--- config.mk ---
export PLATFORM = sky130hd
export DESIGN_NAME = uart_rx_deser_hs_flat
export DESIGN_NICKNAME = d
export VERILOG_FILES = /design/src/rtl/uart_rx_deser_hs_pkg.sv /design/src/rtl/uart_rx_deser_hs_if.sv /design/src/rtl/uart_rx_deser_hs_shift_reg.sv /design/src/rtl/uart_rx_deser_hs.sv /design/src/flat_wrapper.sv
export SDC_FILE = /design/constraint.sdc
export NUM_CORES = 1
export LEC_CHECK = 0
export BUFFER_PORTS_ARGS = -buffer_cell sky130_fd_sc_hd__buf_2
export CORE_MARGIN = 1.5
export CORE_UTILIZATION = 51
export DETAILED_ROUTE_END_ITERATION = 6
export GPL_TIMING_DRIVEN = 0
export MAX_ROUTING_LAYER = met4
export PLACE_DENSITY = 0.76
export SKIP_CTS_REPAIR_TIMING = 1
export SYNTH_ARGS = -nofsm -noshare
export SYNTH_HDL_FRONTEND = slang
export SYNTH_SLANG_ARGS = --single-unit
--- constraint.sdc ---
create_clock -name clk -period 1.9 [get_ports clk]
set_clock_uncertainty 0.05 [all_clocks]
set_input_delay 0.285 -clock clk [delete_from_list [all_inputs] [get_ports clk]]
set_output_delay 0.285 -clock clk [all_outputs]
set_load 0.005 [all_outputs]
--- src/rtl/uart_rx_deser_hs_pkg.sv ---
// Shared types and constants for the UART RX deserializer.
package uart_rx_pkg;

    typedef enum logic {
        IDLE,
        COLLECT
    } state_e;

    localparam int DATA_W_DEF      = 8;
    localparam int SAMPLE_EDGE_DEF = 6;

    // Counter must be able to hold the value DATA_W.
    function automatic int bitcnt_w(input int data_w);
        return $clog2(data_w + 1);
    endfunction

endpackage

--- src/rtl/uart_rx_deser_hs_if.sv ---
// Output word handshake between the deserializer (master) and its consumer (slave).
interface uart_rx_deser_hs_if
    import uart_rx_pkg::*;
#(
    parameter int DATA_W = DATA_W_DEF
);
    logic [DATA_W-1:0] P_DATA;
    logic              data_valid;
    logic              data_ready;
    logic              overrun;
    logic              par_calc;

    modport master (
        output P_DATA, data_valid, overrun, par_calc,
        input  data_ready
    );

    modport slave (
        input  P_DATA, data_valid, overrun, par_calc,
        output data_ready
    );
endinterface

--- src/rtl/uart_rx_deser_hs_shift_reg.sv ---
// DATA_W serial-in shift register; LSB_FIRST picks which end the new bit enters.
module uart_rx_shift_reg
    import uart_rx_pkg::*;
#(
    parameter int DATA_W    = DATA_W_DEF,
    parameter bit LSB_FIRST = 1'b1
) (
    input  logic              clk,
    input  logic              rst,
    input  logic              clr_i,
    input  logic              shift_en_i,
    input  logic              bit_i,
    output logic [DATA_W-1:0] shifted_o
);
    logic [DATA_W-1:0] sr_q;
    logic [DATA_W-1:0] sr_d;

    // shifted_o already includes the incoming bit so completion can load it directly.
    generate
        if (LSB_FIRST) begin : g_lsb
            assign shifted_o = {bit_i, sr_q[DATA_W-1:1]};
        end else begin : g_msb
            assign shifted_o = {sr_q[DATA_W-2:0], bit_i};
        end
    endgenerate

    always_comb begin
        sr_d = sr_q;
        if (clr_i) begin
            sr_d = '0;
        end else if (shift_en_i) begin
            sr_d = shifted_o;
        end
    end

    always_ff @(posedge clk) begin
        if (rst) begin
            sr_q <= '0;
        end else begin
            sr_q <= sr_d;
        end
    end
endmodule

--- src/rtl/uart_rx_deser_hs.sv ---
// UART RX deserializer with valid/ready output register and sticky overrun.
// Optional macro UART_RX_PARITY_CALC_EN adds registered even parity of P_DATA.
module uart_rx_deser_hs
    import uart_rx_pkg::*;
#(
    parameter int DATA_W      = DATA_W_DEF,
    parameter int EDGE_W      = 3,
    parameter int SAMPLE_EDGE = SAMPLE_EDGE_DEF,
    parameter bit LSB_FIRST   = 1'b1
) (
    input  logic                         clk,
    input  logic                         RST,
    input  logic                         deser_en,
    input  logic                         sampled_bit,
    input  logic [EDGE_W-1:0]            edge_cnt,
    input  logic                         clr,
    output logic [bitcnt_w(DATA_W)-1:0]  bit_cnt,
    uart_rx_deser_hs_if.master           dout
);
    localparam int CNT_W = bitcnt_w(DATA_W);

    state_e            state_q, state_d;
    logic [CNT_W-1:0]  cnt_q, cnt_d;
    logic              stb, shift_en, done;
    logic [DATA_W-1:0] shifted;

    logic [DATA_W-1:0] data_q, data_d;
    logic              valid_q, valid_d;
    logic              ovr_q, ovr_d;

    assign stb = deser_en && (edge_cnt == EDGE_W'(SAMPLE_EDGE));

    uart_rx_shift_reg #(
        .DATA_W    (DATA_W),
        .LSB_FIRST (LSB_FIRST)
    ) u_sr (
        .clk        (clk),
        .rst        (RST),
        .clr_i      (clr),
        .shift_en_i (shift_en),
        .bit_i      (sampled_bit),
        .shifted_o  (shifted)
    );

    always_comb begin
        state_d  = state_q;
        cnt_d    = cnt_q;
        shift_en = 1'b0;
        done     = 1'b0;
        if (clr) begin
            state_d = IDLE;
            cnt_d   = '0;
        end else if (stb) begin
            shift_en = 1'b1;
            unique case (state_q)
                IDLE: begin
                    cnt_d   = CNT_W'(1);
                    state_d = COLLECT;
                end
                COLLECT: begin
                    if (cnt_q == CNT_W'(DATA_W - 1)) begin
                        done    = 1'b1;
                        cnt_d   = '0;
                        state_d = IDLE;
                    end else begin
                        cnt_d = cnt_q + 1'b1;
                    end
                end
                default: state_d = IDLE;
            endcase
        end
    end

    // A completing word is only dropped when the old one is still unconsumed.
    always_comb begin
        data_d  = data_q;
        valid_d = valid_q;
        ovr_d   = ovr_q;
        if (valid_q && dout.data_ready) begin
            valid_d = 1'b0;
        end
        if (done) begin
            if (!valid_q || dout.data_ready) begin
                data_d  = shifted;
                valid_d = 1'b1;
            end else begin
                ovr_d = 1'b1;
            end
        end
        if (clr) begin
            ovr_d = 1'b0;
        end
    end

    always_ff @(posedge clk) begin
        if (RST) begin
            state_q <= IDLE;
            cnt_q   <= '0;
            data_q  <= '0;
            valid_q <= 1'b0;
            ovr_q   <= 1'b0;
        end else begin
            state_q <= state_d;
            cnt_q   <= cnt_d;
            data_q  <= data_d;
            valid_q <= valid_d;
            ovr_q   <= ovr_d;
        end
    end

`ifdef UART_RX_PARITY_CALC_EN
    logic par_q;

    always_ff @(posedge clk) begin
        if (RST) begin
            par_q <= 1'b0;
        end else if (done && (!valid_q || dout.data_ready)) begin
            par_q <= ^shifted;
        end
    end

    assign dout.par_calc = par_q;
`else
    assign dout.par_calc = 1'b0;
`endif

    assign bit_cnt         = cnt_q;
    assign dout.P_DATA     = data_q;
    assign dout.data_valid = valid_q;
    assign dout.overrun    = ovr_q;
endmodule

--- src/flat_wrapper.sv ---
// flat-port wrapper written by rule: the top's interface ports become plain ports
module uart_rx_deser_hs_flat import uart_rx_pkg::*;
#(
    parameter int DATA_W      = DATA_W_DEF,
    parameter int EDGE_W      = 3,
    parameter int SAMPLE_EDGE = SAMPLE_EDGE_DEF,
    parameter bit LSB_FIRST   = 1'b1
)
  (clk, RST, deser_en, sampled_bit, edge_cnt, clr, bit_cnt, dout_P_DATA, dout_data_valid, dout_overrun, dout_par_calc, dout_data_ready);
  uart_rx_deser_hs_if #(.DATA_W(DATA_W)) dout_i ();
  input  logic clk;
  input  logic RST;
  input  logic deser_en;
  input  logic sampled_bit;
  input  logic [EDGE_W-1:0] edge_cnt;
  input  logic clr;
  output logic [bitcnt_w(DATA_W)-1:0] bit_cnt;
  output wire logic [$bits(dout_i.P_DATA)-1:0] dout_P_DATA;
  output wire logic [$bits(dout_i.data_valid)-1:0] dout_data_valid;
  output wire logic [$bits(dout_i.overrun)-1:0] dout_overrun;
  output wire logic [$bits(dout_i.par_calc)-1:0] dout_par_calc;
  input wire logic [$bits(dout_i.data_ready)-1:0] dout_data_ready;
  assign dout_P_DATA = dout_i.P_DATA;
  assign dout_data_valid = dout_i.data_valid;
  assign dout_overrun = dout_i.overrun;
  assign dout_par_calc = dout_i.par_calc;
  assign dout_i.data_ready = dout_data_ready;
  uart_rx_deser_hs #(.DATA_W(DATA_W), .EDGE_W(EDGE_W), .SAMPLE_EDGE(SAMPLE_EDGE), .LSB_FIRST(LSB_FIRST)) u_core (.clk(clk), .RST(RST), .deser_en(deser_en), .sampled_bit(sampled_bit), .edge_cnt(edge_cnt), .clr(clr), .bit_cnt(bit_cnt), .dout(dout_i));
endmodule
# == Word level (Yosys, flattened, before mapping) ==
# Index checks and enable logic that the tools add are counted.
# word_totals
register_bits,23
input_bits,9
# op_classes
n_addsub,1
eq_ne,2
n_mux,13
bitwise_logic,2
n_reduce_logical,7
# ops
op,n
$mux 1,10
$pmux 4 s2,1
$add 4x1->4 const B,1
$eq 4x3->1 const B,1
$mux 4,1
$reduce_and 2->1,2
$eq 3x3->1 const B,1
$logic_and 1x1->1,2
$not 1->1,2
$pmux 1 s2,1
$reduce_or 2->1,1
$logic_not 1->1,1
$logic_or 1x1->1,1

# == Depth between registers and ports, before layout ==
# depth
ltp_word,6
mapped_depth,5
ltp_nobuf,4

# == Cells and area by module ==
# From an unflattened synthesis, not the netlist that was laid out.
# hier_totals
hier_cells,100
area_unflattened_um2,1008.5
# modules_own_cells
module,n_inst,cells_each,area_per_inst_um2
uart_rx_deser_hs,1,75,748.2
uart_rx_shift_reg,1,25,260.2

# == Worst setup path after synthesis ==
# Ideal clock, no wire load.
# synth_timing
kind,reg2reg
startpoint,"register u_core.cnt_q[0], in the netlist u_core.bit_cnt[0]"
endpoint,"register u_core.data_q[0], in the netlist u_core.dout.P_DATA[0]"
setup_ns,0.072
arrival_time_ns,1.364
required_ns,1.778
slack_ns,0.414
stages_incl_launch_ff,6
path_buffers,1
period_less_slack_ns,1.486
cell_sequence,dfxtp_1 -> ha_1 -> and4b_4 -> nor4b_4 -> buf_6 -> mux2i_1
# synth_between
elab_chain_cells,6
# synth_rtl
element,line_no,text
start: declaration,uart_rx_deser_hs.sv:23,"logic [CNT_W-1:0] cnt_q, cnt_d;"
start signal: assignment,uart_rx_deser_hs.sv:104,cnt_q <= cnt_d;
$eq 4x3->1,uart_rx_deser_hs.sv:61,if (cnt_q == CNT_W'(DATA_W - 1)) begin
$mux 1,uart_rx_deser_hs.sv:61,
$mux 1,uart_rx_deser_hs.sv:55,unique case (state_q)
$mux 1,uart_rx_deser_hs.sv:53,end else if (stb) begin
$mux 1,uart_rx_deser_hs.sv:50,if (clr) begin
$reduce_and 2->1 (no source line),--,
end signal: assignment,uart_rx_deser_hs.sv:105,data_q <= data_d;
end: declaration,uart_rx_deser_hs.sv:27,"logic [DATA_W-1:0] data_q, data_d;"
# No other way between the ends.
# A chain may end at the register's enable or synchronous reset.

# == Final worst setup path ==
# layout_timing
startpoint,"register u_core.cnt_q[0], in the netlist u_core.bit_cnt[0]"
endpoint,"register u_core.data_q[1], in the netlist u_core.dout.P_DATA[1]"
# Same word-level chain as after synthesis.

==> out/metrics.sh <==
RUN_STATUS='finished clean'
DPL_WORST_SLACK_NS=0.2583
PATH_CLK_SLEW_NS=0.13
POWER_PER_CELL_AREA_nW_PER_UM2=739.4
HOLD_PATH.STARTPOINT='sampled_bit'
FINAL_HOLD_VIOL_COUNT=0
POWER_REPORT.INTERNAL_TOTAL_uW=693.9
MAX_CAP_VIOLATIONS=0
FIRST_GLOBAL_VIAS=730
CP_MAX_FO=8
SYNTH_WARNINGS=0
DIE_WIDTH_UM=46.89
PLACEMENT.IO_BUFFERS=22
WORSTREG2REGSTART='u_core.bit_cnt[0]'
INITIAL_UTILIZATION=0.5567
SEQUENTIALPOWERSHARE=0.533
ROUTED_VIA_DENSITY=5.166
YS_TYPES=28
DIE_AREA_SQ_UM=2198
CHIP_HEIGHT_UM=46.89
FINAL_ESTIMATED_ROUTING_CONGESTION_IN_GLOBAL_PLACEMENT=0.7250
ANTENNA_VIOLATING_NETS_POST_ROUTE=0
DRV_SLEW=0
CRITICALPATHCATEGORY='flip-flop to flip-flop'
YS.FLOP_TYPE='sky130_fd_sc_hd__dfxtp_1'
GRT_PASS1_WL_MM=3.001
P_SW_FRAC=0.2021
ANTENNADIODECOUNT=0
TOT_GR_TRACK_USE=0.1997
TIMING.FMAX_MHz=595.2
FILL_CELL_COUNT=174
DETAILROUTE.VIA_COUNT=811
FLOORPLAN.CORE_AREA_SQ_UM=1764
MULTIINPUTGATEAREA_SQ_UM=485.5
NUMPLACEDINSTANCES=153
LAYOUT_COMMON_CELLS='23 x sky130_fd_sc_hd__buf_2, 22 x sky130_fd_sc_hd__dfxtp_1, 17 x sky130_fd_sc_hd__nand2b_1'
MOST_COMMON_CELL_AFTER_LAYOUT_FILL_AND_TAPS_ASIDE='sky130_fd_sc_hd__buf_2'
HPWLAFTERDP_MM=1.388
DR_WL_CELL_UM=12.23
SYN-MEAN-INSTANCE-AREA_SQ_UM=9.266
VDD_IR_DROP_MAX_mV=0.7098
DRT_PASS1_ITERATIONS=4
NUMBER_OF_ENABLE_FLIP_FLOP_CELLS_AFTER_SYNTHESIS=0
GRT_START_MAX_NET_PINS=14
HOLD_PATH_END='u_core.u_sr.sr_q[7]'
TRITONCTS='built'
INITIAL_ANTENNA_VIOLATION_COUNT=0
RSZ0062_AT_GRT='false'
DRT_ITER0_MARKERS=4
SYNTHTOLAYOUTAREAGROWTH_PCT=19.75
LAYOUT_WORST_PATH_CYCLE_SHARE=0.8843
FINAL.HOLD.WORST_SLACK_NS=0.1584
HOLD_CLASS='input pin to flip-flop'
POWER_SWITCHING_uW=175.8
WORST_ENDPOINT_DATA_ARRIVAL_TIME_NS=1.89
POSTSYNTH.ASYNCRESETSHARE=0
P_TOTAL_uW=869.6
TIMING.RR.END='u_core.dout.P_DATA[1]'
SYNTHCELLS=106
FINAL_LAYOUT_SIZE_SUFFIX_GT1_FRAC=0.2652
SHARE_COMB_OF_TOTAL_POWER=0.045
SETUP.REG_TO_REG.WORST_SLACK_NS=0.22
CLOCK_TREE.BUFFER_DEPTH=2
SETUP.WORST_PATH.END_CLASS='flip-flop'
FINAL_NETS=143
CTS_INSERTED_BUFFERS=3
SETUP_SLACK_NS=0.2199
SYNTH_SEQ_CELLS=22
GRT_OVERFLOW_TOTAL=0
ROW_COUNT=15
NUMBER_OF_CELLS_ON_THE_WORST_HOLD_PATH=3
POST-ROUTE-MIN-PERIOD_NS=1.680
SETUP_VIOL=0
SYNTH-SEQ-AREA-SHARE=0.4484
WORST_EP_REQUIRED_TIME_NS=2.11
TOP_LEVEL_PORTS=24
WORST-R2R-CELL-COUNT=5
SYN-NUM-NETS=116
PWR-SHARE-CLK=0.422
DRT_WL_TOTAL_MM=1.920
WORST_SETUP_PATH_START_KIND='flip-flop'
ROOT_BUFFER='sky130_fd_sc_hd__clkbuf_4'
CLOCK_LATENCY_AT_THE_LATER_PIN_OF_THE_WORST_SKEW_PAIR_NS=0.32
HTREE_NUM_LEVELS=1
CLOCK_SINK_COUNT=22
TNS_NS=0
AREA_TAKEN_BY_FLIP_FLOPS_AND_LATCHES_SQ_UM=440.4
FINALNONFILLERCELLS=157
POWER_LEAKAGE_uW=0.0004433
DRCVIOLATIONCOUNT=0
SYNTHESIS.AREA_SQ_UM=982.2
-- power groups by stage --
stage / Clock (uW) / Sequential (uW) / Combinational (uW)
5_1_grt: 386 / 463 / 42.4
6_report: 367 / 463 / 39.1
3_5_place_dp: 0 / 473 / 39.0
4_1_cts: 363 / 463 / 39.1
3_3_place_gp: 0 / 473 / 37.6
2_1_floorplan: 0 / 473 / 21.9
-- registers in the layout (all words and copies together) (netlist names) --
name	cells
u_core.dout.overrun	1
u_core.dout.P_DATA	8
u_core.state_q	1
u_core.u_sr.sr_q	7
u_core.bit_cnt	4
u_core.dout.data_valid	1
-- worst max path at each step --
| stage | slack, ns | start | cells after the start | endpoint |
|---|---|---|---|---|
| after global routing | 0.13 | u_core.bit_cnt[0] | 5 | u_core.dout.P_DATA[1] |
| final | 0.22 | u_core.bit_cnt[0] | 5 | u_core.dout.P_DATA[1] |
| after detailed placement | 0.26 | u_core.bit_cnt[0] | 5 | u_core.dout.P_DATA[1] |
| after global placement | 0.33 | u_core.bit_cnt[0] | 5 | u_core.dout.P_DATA[1] |
| after floorplan | 0.41 | u_core.bit_cnt[0] | 5 | u_core.dout.P_DATA[0] |
| after CTS | 0.23 | u_core.bit_cnt[0] | 5 | u_core.dout.P_DATA[1] |
-- cell families (layout without fill, tap and decap cells) --
kind of cell,count (synthesis),after routing,share of synthesized area
AO/OA/AOI/OAI,15,15,0.09045
adder cells (fa/ha/maj),1,1,0.01274
buffers and inverters,9,35,0.05732
flip-flops,22,22,0.4484
multiplexers,9,9,0.09172
other,1,1,0.003818
AND/OR/NAND/NOR,49,49,0.2955
-- final cells by class --
class                      count  area share
buffer                         7     0.04149
clock buffer                   3     0.01915
clock inverter                 1     0.02553
inverter                       2    0.006383
multi-input combinational     75      0.4128
sequential                    22      0.3745
tap                           25     0.02660
timing repair buffer          22     0.09362
-- layer usage --
metal / global-route usage / wire length, um
met1: 0.2251 / 890
met2: 0.3534 / 946
met3: 0.03462 / 62
met4: 0.06667 / 21
met5: - / 0
-- critical path, cell delays in order, from the launching register on --
cell	delay [ns]
sky130_fd_sc_hd__dfxtp_1	0.42
sky130_fd_sc_hd__ha_1	0.25
sky130_fd_sc_hd__and4b_4	0.29
sky130_fd_sc_hd__nor4b_4	0.21
sky130_fd_sc_hd__buf_6	0.19
sky130_fd_sc_hd__mux2i_1	0.21
-- stage by stage --
stage                     utilization  cell area (sq um)
after floorplan                     -              982.2
after global placement         0.6369               1124
after detailed placement       0.6369               1124
after CTS                      0.6667               1176
after global routing           0.6667               1176
final                          0.6667               1176
-- cell usage after synthesis, types with 2 or more instances --
cell / instances / area (sq um)
sky130_fd_sc_hd__dfxtp_1: 22 / 440.4
sky130_fd_sc_hd__nand2b_1: 17 / 106.4
sky130_fd_sc_hd__nand2_1: 16 / 60.06
sky130_fd_sc_hd__a21oi_1: 9 / 45.04
sky130_fd_sc_hd__mux2i_1: 9 / 90.09
sky130_fd_sc_hd__nor2_1: 4 / 15.01
sky130_fd_sc_hd__a31oi_1: 3 / 18.77
sky130_fd_sc_hd__clkbuf_1: 3 / 11.26
sky130_fd_sc_hd__nand3_1: 3 / 15.01
sky130_fd_sc_hd__inv_1: 2 / 7.510
Power figures use the tool's default switching activity.
